File: src/rtl/tmc2130_spi_if.sv
// SPI pin bundle between a TMC2130-style initiator (master) and the register responder (slave).
interface tmc2130_spi_if;
  logic sclk;
  logic cs_n;
  logic mosi;
  logic step;
  logic miso;

  modport master (output sclk, cs_n, mosi, step, input miso);
  modport slave  (input sclk, cs_n, mosi, step, output miso);
endinterface

File: src/rtl/tmc2130_spi_responder.sv
// SPI mode-3 responder mimicking the TMC2130 40-bit datagram register interface.
// Optional step counter / standstill detection enabled by defining TMC_SPI_RESP_STEPCNT_EN.
module tmc2130_spi_responder #(
  parameter int NUM_REGS          = 16,
  parameter int STANDSTILL_CYCLES = 1048576
) (
  input  logic         clk_in,
  input  logic         reset_n_in,
  tmc2130_spi_if.slave spi,
  output logic         wr_strobe_out,
  output logic [6:0]   wr_addr_out,
  output logic [31:0]  wr_data_out,
  output logic         frame_err_out
);
  localparam int         AW        = (NUM_REGS > 1) ? $clog2(NUM_REGS) : 1;
  localparam logic [7:0] NREG8     = 8'(NUM_REGS);
  localparam logic [6:0] STEP_ADDR = 7'h6A;

  typedef enum logic [1:0] {IDLE, SHIFT, COMMIT} state_t;
  state_t state, state_nxt;

  // sync[i][0] first FF, [1] second, [2] edge-detect reference; i: 0 sclk, 1 cs_n, 2 mosi, 3 step
  logic [3:0][2:0] sync;
  logic [3:0]      pins;
  assign pins = {spi.step, spi.mosi, spi.cs_n, spi.sclk};

  always_ff @(posedge clk_in or negedge reset_n_in) begin
    if (!reset_n_in) sync <= '0;
    else for (int i = 0; i < 4; i++) sync[i] <= {sync[i][1:0], pins[i]};
  end

  logic sclk_rise, sclk_fall, cs_rise, cs_fall, mosi_s, step_rise;
  assign sclk_rise =  sync[0][1] & ~sync[0][2];
  assign sclk_fall = ~sync[0][1] &  sync[0][2];
  assign cs_rise   =  sync[1][1] & ~sync[1][2];
  assign cs_fall   = ~sync[1][1] &  sync[1][2];
  assign mosi_s    =  sync[2][1];
  assign step_rise =  sync[3][1] & ~sync[3][2];

  logic        standstill;
  logic [31:0] step_val;

`ifdef TMC_SPI_RESP_STEPCNT_EN
  localparam int IW = $clog2(STANDSTILL_CYCLES + 1);
  logic [9:0]    step_cnt;
  logic [IW-1:0] idle_cnt;

  always_ff @(posedge clk_in or negedge reset_n_in) begin
    if (!reset_n_in) begin
      step_cnt <= '0;
      idle_cnt <= '0;
    end else if (step_rise) begin
      step_cnt <= step_cnt + 10'd1;
      idle_cnt <= '0;
    end else if (idle_cnt != IW'(STANDSTILL_CYCLES)) begin
      idle_cnt <= idle_cnt + IW'(1);
    end
  end

  assign standstill = (idle_cnt == IW'(STANDSTILL_CYCLES));
  assign step_val   = {22'd0, step_cnt};
`else
  logic unused_step;
  assign unused_step = step_rise;
  assign standstill  = 1'b0;
  assign step_val    = '0;
`endif

  logic [31:0] regs [NUM_REGS];
  logic [39:0] rx_shift, tx_shift;
  logic [31:0] rd_latch, rd_val;
  logic [5:0]  bit_cnt;
  logic        miso, pend, reset_flag;
  logic [7:0]  status;
  assign status   = {4'b0, standstill, 2'b0, reset_flag};
  assign spi.miso = miso;

  logic        rx_wr, mapped, wr_ok;
  logic [6:0]  rx_addr;
  logic [31:0] rx_data;
  logic [AW-1:0] idx;
  assign rx_wr   = rx_shift[39];
  assign rx_addr = rx_shift[38:32];
  assign rx_data = rx_shift[31:0];
  assign idx     = rx_addr[AW-1:0];
  assign mapped  = ({1'b0, rx_addr} < NREG8) && (rx_addr != STEP_ADDR);
  assign wr_ok   = rx_wr && mapped;

  logic unused_bits;
  assign unused_bits = ^{sync[2][2], tx_shift[39]};

  // Read-back reflects the register contents after this datagram's own write
  always_comb begin
    rd_val = '0;
    if (rx_addr == STEP_ADDR) rd_val = step_val;
    else if (mapped)          rd_val = wr_ok ? rx_data : regs[idx];
  end

  logic start, commit_ok, commit_bad;

  always_ff @(posedge clk_in or negedge reset_n_in) begin
    if (!reset_n_in) state <= IDLE;
    else             state <= state_nxt;
  end

  always_comb begin
    state_nxt  = state;
    start      = 1'b0;
    commit_ok  = 1'b0;
    commit_bad = 1'b0;
    case (state)
      IDLE: if (cs_fall || pend) begin
        state_nxt = SHIFT;
        start     = 1'b1;
      end
      SHIFT: if (cs_rise) state_nxt = COMMIT;
      COMMIT: begin
        state_nxt = IDLE;
        if (bit_cnt == 6'd40) commit_ok  = 1'b1;
        else                  commit_bad = 1'b1;
      end
      default: state_nxt = IDLE;
    endcase
  end

  always_ff @(posedge clk_in or negedge reset_n_in) begin
    if (!reset_n_in) begin
      for (int i = 0; i < NUM_REGS; i++) regs[i] <= '0;
      rx_shift      <= '0;
      tx_shift      <= '0;
      rd_latch      <= '0;
      bit_cnt       <= '0;
      miso          <= 1'b0;
      pend          <= 1'b0;
      reset_flag    <= 1'b1;
      wr_strobe_out <= 1'b0;
      wr_addr_out   <= '0;
      wr_data_out   <= '0;
      frame_err_out <= 1'b0;
    end else begin
      wr_strobe_out <= 1'b0;
      frame_err_out <= 1'b0;
      case (state)
        IDLE: begin
          bit_cnt <= '0;
          miso    <= 1'b0;
          if (start) begin
            tx_shift <= {status, rd_latch};
            miso     <= status[7];
            pend     <= 1'b0;
          end
        end
        SHIFT: begin
          // cs_n rising takes priority over any SCK edge seen in the same cycle
          if (cs_rise) miso <= 1'b0;
          else begin
            if (sclk_rise) begin
              rx_shift <= {rx_shift[38:0], mosi_s};
              if (bit_cnt != 6'd41) bit_cnt <= bit_cnt + 6'd1;
            end
            if (sclk_fall && bit_cnt != 6'd0) begin
              tx_shift <= {tx_shift[38:0], 1'b0};
              miso     <= tx_shift[38];
            end
          end
        end
        COMMIT: begin
          miso <= 1'b0;
          if (cs_fall) pend <= 1'b1;
          if (commit_ok) begin
            if (wr_ok) begin
              regs[idx]     <= rx_data;
              wr_strobe_out <= 1'b1;
              wr_addr_out   <= rx_addr;
              wr_data_out   <= rx_data;
            end
            rd_latch   <= rd_val;
            reset_flag <= 1'b0;
          end
          if (commit_bad) frame_err_out <= 1'b1;
        end
        default: ;
      endcase
    end
  end
endmodule
File: src/flat_wrapper.sv
// flat-port wrapper written by rule: the top's interface ports become plain ports
module tmc2130_spi_responder_flat 
#(
  parameter int NUM_REGS          = 16,
  parameter int STANDSTILL_CYCLES = 1048576
)
  (clk_in, reset_n_in, wr_strobe_out, wr_addr_out, wr_data_out, frame_err_out, spi_sclk, spi_cs_n, spi_mosi, spi_step, spi_miso);
  tmc2130_spi_if spi_i ();
  input  logic clk_in;
  input  logic reset_n_in;
  output logic wr_strobe_out;
  output logic [6:0] wr_addr_out;
  output logic [31:0] wr_data_out;
  output logic frame_err_out;
  input wire logic [$bits(spi_i.sclk)-1:0] spi_sclk;
  input wire logic [$bits(spi_i.cs_n)-1:0] spi_cs_n;
  input wire logic [$bits(spi_i.mosi)-1:0] spi_mosi;
  input wire logic [$bits(spi_i.step)-1:0] spi_step;
  output wire logic [$bits(spi_i.miso)-1:0] spi_miso;
  assign spi_i.sclk = spi_sclk;
  assign spi_i.cs_n = spi_cs_n;
  assign spi_i.mosi = spi_mosi;
  assign spi_i.step = spi_step;
  assign spi_miso = spi_i.miso;
  tmc2130_spi_responder #(.NUM_REGS(NUM_REGS), .STANDSTILL_CYCLES(STANDSTILL_CYCLES)) u_core (.clk_in(clk_in), .reset_n_in(reset_n_in), .spi(spi_i), .wr_strobe_out(wr_strobe_out), .wr_addr_out(wr_addr_out), .wr_data_out(wr_data_out), .frame_err_out(frame_err_out));
endmodule
File: config.mk
export PLATFORM = sky130hd
export DESIGN_NAME = tmc2130_spi_responder_flat
export DESIGN_NICKNAME = d
export VERILOG_FILES = /design/src/rtl/tmc2130_spi_if.sv /design/src/rtl/tmc2130_spi_responder.sv /design/src/flat_wrapper.sv
export SDC_FILE = /design/constraint.sdc
export NUM_CORES = 1
export LEC_CHECK = 0
export CORE_UTILIZATION = 60
export DETAILED_ROUTE_END_ITERATION = 10
export GPL_TIMING_DRIVEN = 0
export PLACE_DENSITY = 0.78
export SLEW_MARGIN = 20
export SYNTH_ARGS = -nofsm -noshare
export SYNTH_HDL_FRONTEND = slang
export SYNTH_SLANG_ARGS = --single-unit
File: constraint.sdc
create_clock -name clk_in -period 3.8 [get_ports clk_in]
set_input_delay 0.57 -clock clk_in [delete_from_list [all_inputs] [get_ports clk_in]]
set_output_delay 0.57 -clock clk_in [all_outputs]
set_load 0.02 [all_outputs]
==> impl_results.rst <==
.. list-table::
   :header-rows: 1

   * - Metric
     - Value
   * - Hold violation total from the final report
     - 0
   * - Warnings, synthesis
     - 0
   * - Flop and latch count out of synthesis
     - 683
   * - Global routing usage summed across all routing layers
     - 29.8%
   * - Total half-perimeter wirelength after legalization and detailed placement
     - 46.5 mm
   * - Adder and majority gate portion of the synthesized area
     - 0.123%
   * - NumNets Final
     - 2085
   * - Clock Sinks
     - 683
   * - Power share of the sequential group
     - 48.6%
   * - Standard-cell rows
     - 82
   * - Final ANT Viol Nets
     - 0
   * - Min Tclk post-route
     - 2.88 ns
   * - ANT cells
     - 0
   * - Count of port buffers added during placement
     - 46
   * - TritonCTS clock tree
     - done
   * - Worst slack at placement
     - 1.00 ns
   * - Net count after synthesis
     - 1958
   * - Logic pwr share
     - 7.0%
   * - PD cells
     - 442 nW/um2
   * - Fmax
     - 347 MHz
   * - DRC violation count after routing
     - 0
   * - Maximum number of pins on one net before global-route repair
     - 106
   * - Post-synthesis simple-gate area fraction
     - 2.77%
   * - Average detailed-routed wire length per instance
     - 26.5 um
   * - Async set-reset flop share out of synthesis
     - 100%
   * - Starting density of the core
     - 60.9%
   * - Leakage dissipation
     - 16.2 nW
   * - Critical path class
     - reg2reg
   * - Area growth from synthesis to layout
     - 12.2%
   * - Via count of the first global-routing pass
     - 19000
   * - Cell at the root of the clock tree
     - sky130_fd_sc_hd__clkbuf_16
   * - Worst IR drop on VDD
     - 0.384 mV
   * - Main combinational cell family by area after synthesis
     - multiplexers
   * - Number of buffers inserted by post-CTS setup repair
     - 0
   * - Core Box Area
     - 50200 um2
   * - RSZ-0062 raised after global routing
     - false
   * - Top area cells in the synthesized netlist
     - sky130_fd_sc_hd__dfrtp_1, sky130_fd_sc_hd__mux2_2, sky130_fd_sc_hd__mux4_2
   * - Mux contribution to synthesized area
     - 36.0%
   * - Worst-Margin Slew
     - 1.14 ns
   * - Type of destination of the critical path
     - flop
   * - Number of enable flip-flop cells after synthesis
     - 0
   * - Worst r2r dst
     - u_core.rd_latch[28]
   * - H-Tree Level Count
     - 3
   * - Initial antenna violation count
     - 0
   * - I/O pin cnt
     - 48
   * - Share of Yosys cell area claimed by the top area cell type
     - 55.8%
   * - Total grt overflow
     - 0
   * - Required time at the endpoint of the critical path
     - 4.31 ns
   * - Die X
     - 228 um
   * - Rel. slew slack
     - 23.7%
   * - Average vias per placed instance
     - 6.34
   * - Library cell occupying the most area in the post-synthesis netlist
     - sky130_fd_sc_hd__dfrtp_1
   * - Cell count after synthesis
     - 1949
   * - Number of maximum-capacitance violations
     - 0
   * - Worst Skew
     - 0.0162 ns
   * - Reg-to-reg critical path startpoint
     - u_core.bit_cnt[0]
   * - Min-delay worst type
     - reg2reg
   * - WHS
     - 0.348 ns
   * - Height of the chip
     - 228 um
   * - Worst reg-to-reg setup slack
     - 0.92 ns
   * - Distinct cell type count after synthesis
     - 50
   * - Inserted Clock Buffers
     - 71
   * - Synthesized-area fraction occupied by xor and xnor cells
     - 0%
   * - Synth Area in Compound Gates
     - 1.86%
   * - Sw Ratio
     - 23.5%
   * - Total via count after detailed routing
     - 17700
   * - Final setup margin
     - 0.918 ns
   * - Post-detailed-routing wire length
     - 73.9 mm
   * - Flip-flop cell with the highest count after synthesis
     - sky130_fd_sc_hd__dfrtp_1
   * - Longest Clk Path Bufs
     - 3
   * - Data arrival time of the critical path
     - 3.39 ns
   * - Clock slew at the register clock pins of the worst setup and hold paths
     - 0.06 ns
   * - Critical Path End
     - u_core.rd_latch[28]
   * - Cell count of the worst reg-to-reg path
     - 7
   * - Run status
     - finished clean
   * - Crit-path max FO
     - 10
   * - Post-CTS sizing
     - 0
   * - # setup viols final
     - 0
   * - Switching component of the power
     - 0.00356 W
   * - Final number of max-transition violations
     - 0
   * - First-pass GRT wire length
     - 116 mm
   * - Average cell area after synthesis
     - 15.7 um2
   * - Post-synthesis cell area
     - 30600 um2
   * - Insertion delay to the later sink of the worst-skew pair
     - 0.61 ns
   * - First-iteration detailed-routing DRC count
     - 1447
   * - RD Place Congestion
     - 0.822
   * - Share of cells above drive strength 1
     - 46.4%
   * - TNS Setup
     - 0 ns
   * - Final Cycle Share
     - 75.8%
   * - Part of the Yosys area used for sequential elements
     - 55.9%
   * - Number of detailed-route iterations in the first pass
     - 5
   * - Cell internal power dissipation
     - 0.0116 W
   * - Timing startpoint of the critical path
     - u_core.bit_cnt[0]
   * - Setup crit start kind
     - flop
   * - Clock power share
     - 44.4%
   * - Die Outline Area
     - 51900 um2
-- routing by layer --
layer / global-route usage [%] / vias up / part of all wire [%]
met3: 6.85 / 152 / 6.9
met4: 9.97 / 0 / 2.8
li1: - / 7403 / -
met1: 42.5 / 9601 / 43
met2: 45.5 / 530 / 47
met5: 0 / - / 0
-- cell families (layout without fill, tap and decap cells) --
family,Yosys count,in the layout
AND/OR/NAND/NOR,132,132
buffers and inverters,199,367
flip-flops,683,683
multiplexers,854,854
AO/OA/AOI/OAI,78,78
adder cells (fa/ha/maj),3,3
-- worst min path at each step --
stage | start | to | cells after the start
3_3_place_gp | u_core.sync[6] | u_core.mosi_s | 0
2_1_floorplan | reset_n_in | u_core.bit_cnt[0] | 0
3_5_place_dp | u_core.sync[6] | u_core.mosi_s | 0
4_1_cts | u_core.sync[6] | u_core.mosi_s | 0
6_report | u_core.sync[6] | u_core.mosi_s | 0
5_1_grt | u_core.sync[6] | u_core.mosi_s | 0
-- critical path, stage by stage, from the launching register on --
cell	delay, ns
sky130_fd_sc_hd__dfrtp_1	0.45
sky130_fd_sc_hd__inv_1	0.09
sky130_fd_sc_hd__ha_1	0.39
sky130_fd_sc_hd__inv_1	0.17
sky130_fd_sc_hd__nor4b_4	0.54
sky130_fd_sc_hd__clkbuf_1	0.82
sky130_fd_sc_hd__a22oi_1	0.16
sky130_fd_sc_hd__o211ai_1	0.17
-- placed cells by master, fill, tap and decap left out, types with 4 or more instances in the layout --
cell	synthesis	final
sky130_fd_sc_hd__clkinv_2	0	8
sky130_fd_sc_hd__nor2b_1	6	6
sky130_fd_sc_hd__mux2_2	641	641
sky130_fd_sc_hd__nor2_4	8	8
sky130_fd_sc_hd__mux2i_1	43	43
sky130_fd_sc_hd__nand4_1	7	7
sky130_fd_sc_hd__nor2_2	7	7
sky130_fd_sc_hd__and2_1	13	13
sky130_fd_sc_hd__dfrtp_1	682	682
sky130_fd_sc_hd__bufinv_16	0	4
sky130_fd_sc_hd__o21ai_0	12	12
sky130_fd_sc_hd__inv_1	13	13
sky130_fd_sc_hd__clkbuf_1	87	103
sky130_fd_sc_hd__nand2_1	16	16
sky130_fd_sc_hd__buf_2	37	37
sky130_fd_sc_hd__mux4_2	128	128
sky130_fd_sc_hd__clkbuf_16	0	73
sky130_fd_sc_hd__nand2b_1	6	6
sky130_fd_sc_hd__a21oi_1	6	6
sky130_fd_sc_hd__nand3_1	38	38
sky130_fd_sc_hd__clkdlybuf4s50_1	0	45
sky130_fd_sc_hd__buf_16	0	7
sky130_fd_sc_hd__mux2_1	42	42
sky130_fd_sc_hd__a22oi_1	21	21
sky130_fd_sc_hd__clkbuf_8	0	10
sky130_fd_sc_hd__buf_6	15	15
sky130_fd_sc_hd__nor2_1	9	9
sky130_fd_sc_hd__o211ai_1	31	31
sky130_fd_sc_hd__buf_1	17	17
sky130_fd_sc_hd__buf_4	30	30
-- cell usage after synthesis, types with 3 or more instances --
cell	n
sky130_fd_sc_hd__mux4_2	128
sky130_fd_sc_hd__clkbuf_1	87
sky130_fd_sc_hd__o21ai_0	12
sky130_fd_sc_hd__a22oi_1	21
sky130_fd_sc_hd__inv_1	13
sky130_fd_sc_hd__buf_4	30
sky130_fd_sc_hd__nand2_1	16
sky130_fd_sc_hd__nor2_2	7
sky130_fd_sc_hd__nor2b_1	6
sky130_fd_sc_hd__nor3_1	3
sky130_fd_sc_hd__mux2i_1	43
sky130_fd_sc_hd__mux2_1	42
sky130_fd_sc_hd__nand3_1	38
sky130_fd_sc_hd__o211ai_1	31
sky130_fd_sc_hd__buf_2	37
sky130_fd_sc_hd__buf_6	15
sky130_fd_sc_hd__nand4_1	7
sky130_fd_sc_hd__a21oi_1	6
sky130_fd_sc_hd__nor2_1	9
sky130_fd_sc_hd__buf_1	17
sky130_fd_sc_hd__mux2_2	641
sky130_fd_sc_hd__nor2_4	8
sky130_fd_sc_hd__or3_1	3
sky130_fd_sc_hd__ha_1	3
sky130_fd_sc_hd__nand2b_1	6
sky130_fd_sc_hd__and2_1	13
sky130_fd_sc_hd__dfrtp_1	682
-- metrics by stage --
step                      util, %  cells  instance area (um2)  total power [W]
after detailed placement     63.9   2674                32100          0.00855
after global placement       63.5   2667                31900          0.00851
after global routing         68.3   2789                34300           0.0156
after floorplan                 -   1949                30600          0.00810
final                        68.3   2789                34300           0.0152
after CTS                    68.3   2789                34300           0.0153
-- power groups by stage --
stage / registers, W / logic, W / clock network (W)
floorplan: 0.00749 / 0.000605 / 0
global placement: 0.00752 / 0.000994 / 0
detailed placement: 0.00750 / 0.00105 / 0
CTS: 0.00736 / 0.00106 / 0.00684
global route: 0.00737 / 0.00115 / 0.00713
finish: 0.00737 / 0.00106 / 0.00673
-- state kept, by name, summed over array words and instances, names as in the netlist, 6 cells and up --
signal / flops
u_core.tx_shift: 39
u_core.rd_latch: 32
u_core.rx_shift: 40
u_core.bit_cnt: 6
u_core.sync: 7
u_core.wr_data_out: 32
u_core.wr_addr_out: 7
u_core.regs: 512
-- timing repair --
item,4_1_cts,5_1_grt
setup endpoints to repair,0,0
endpoints found under the hold margin,65,0
hold buffers,1,0
-- layout make-up --
cell class	count	area (um2)
Sequential cell	683	17100
Multi-Input combinational cell	1067	12500
Tap cell	672	841
Timing Repair Buffer	54	668
Fill cell	3365	15900
Clock buffer	99	2020
Buffer	186	970
Inverter	13	48.8
Clock inverter	15	183
Power figures use the tool's default switching activity.
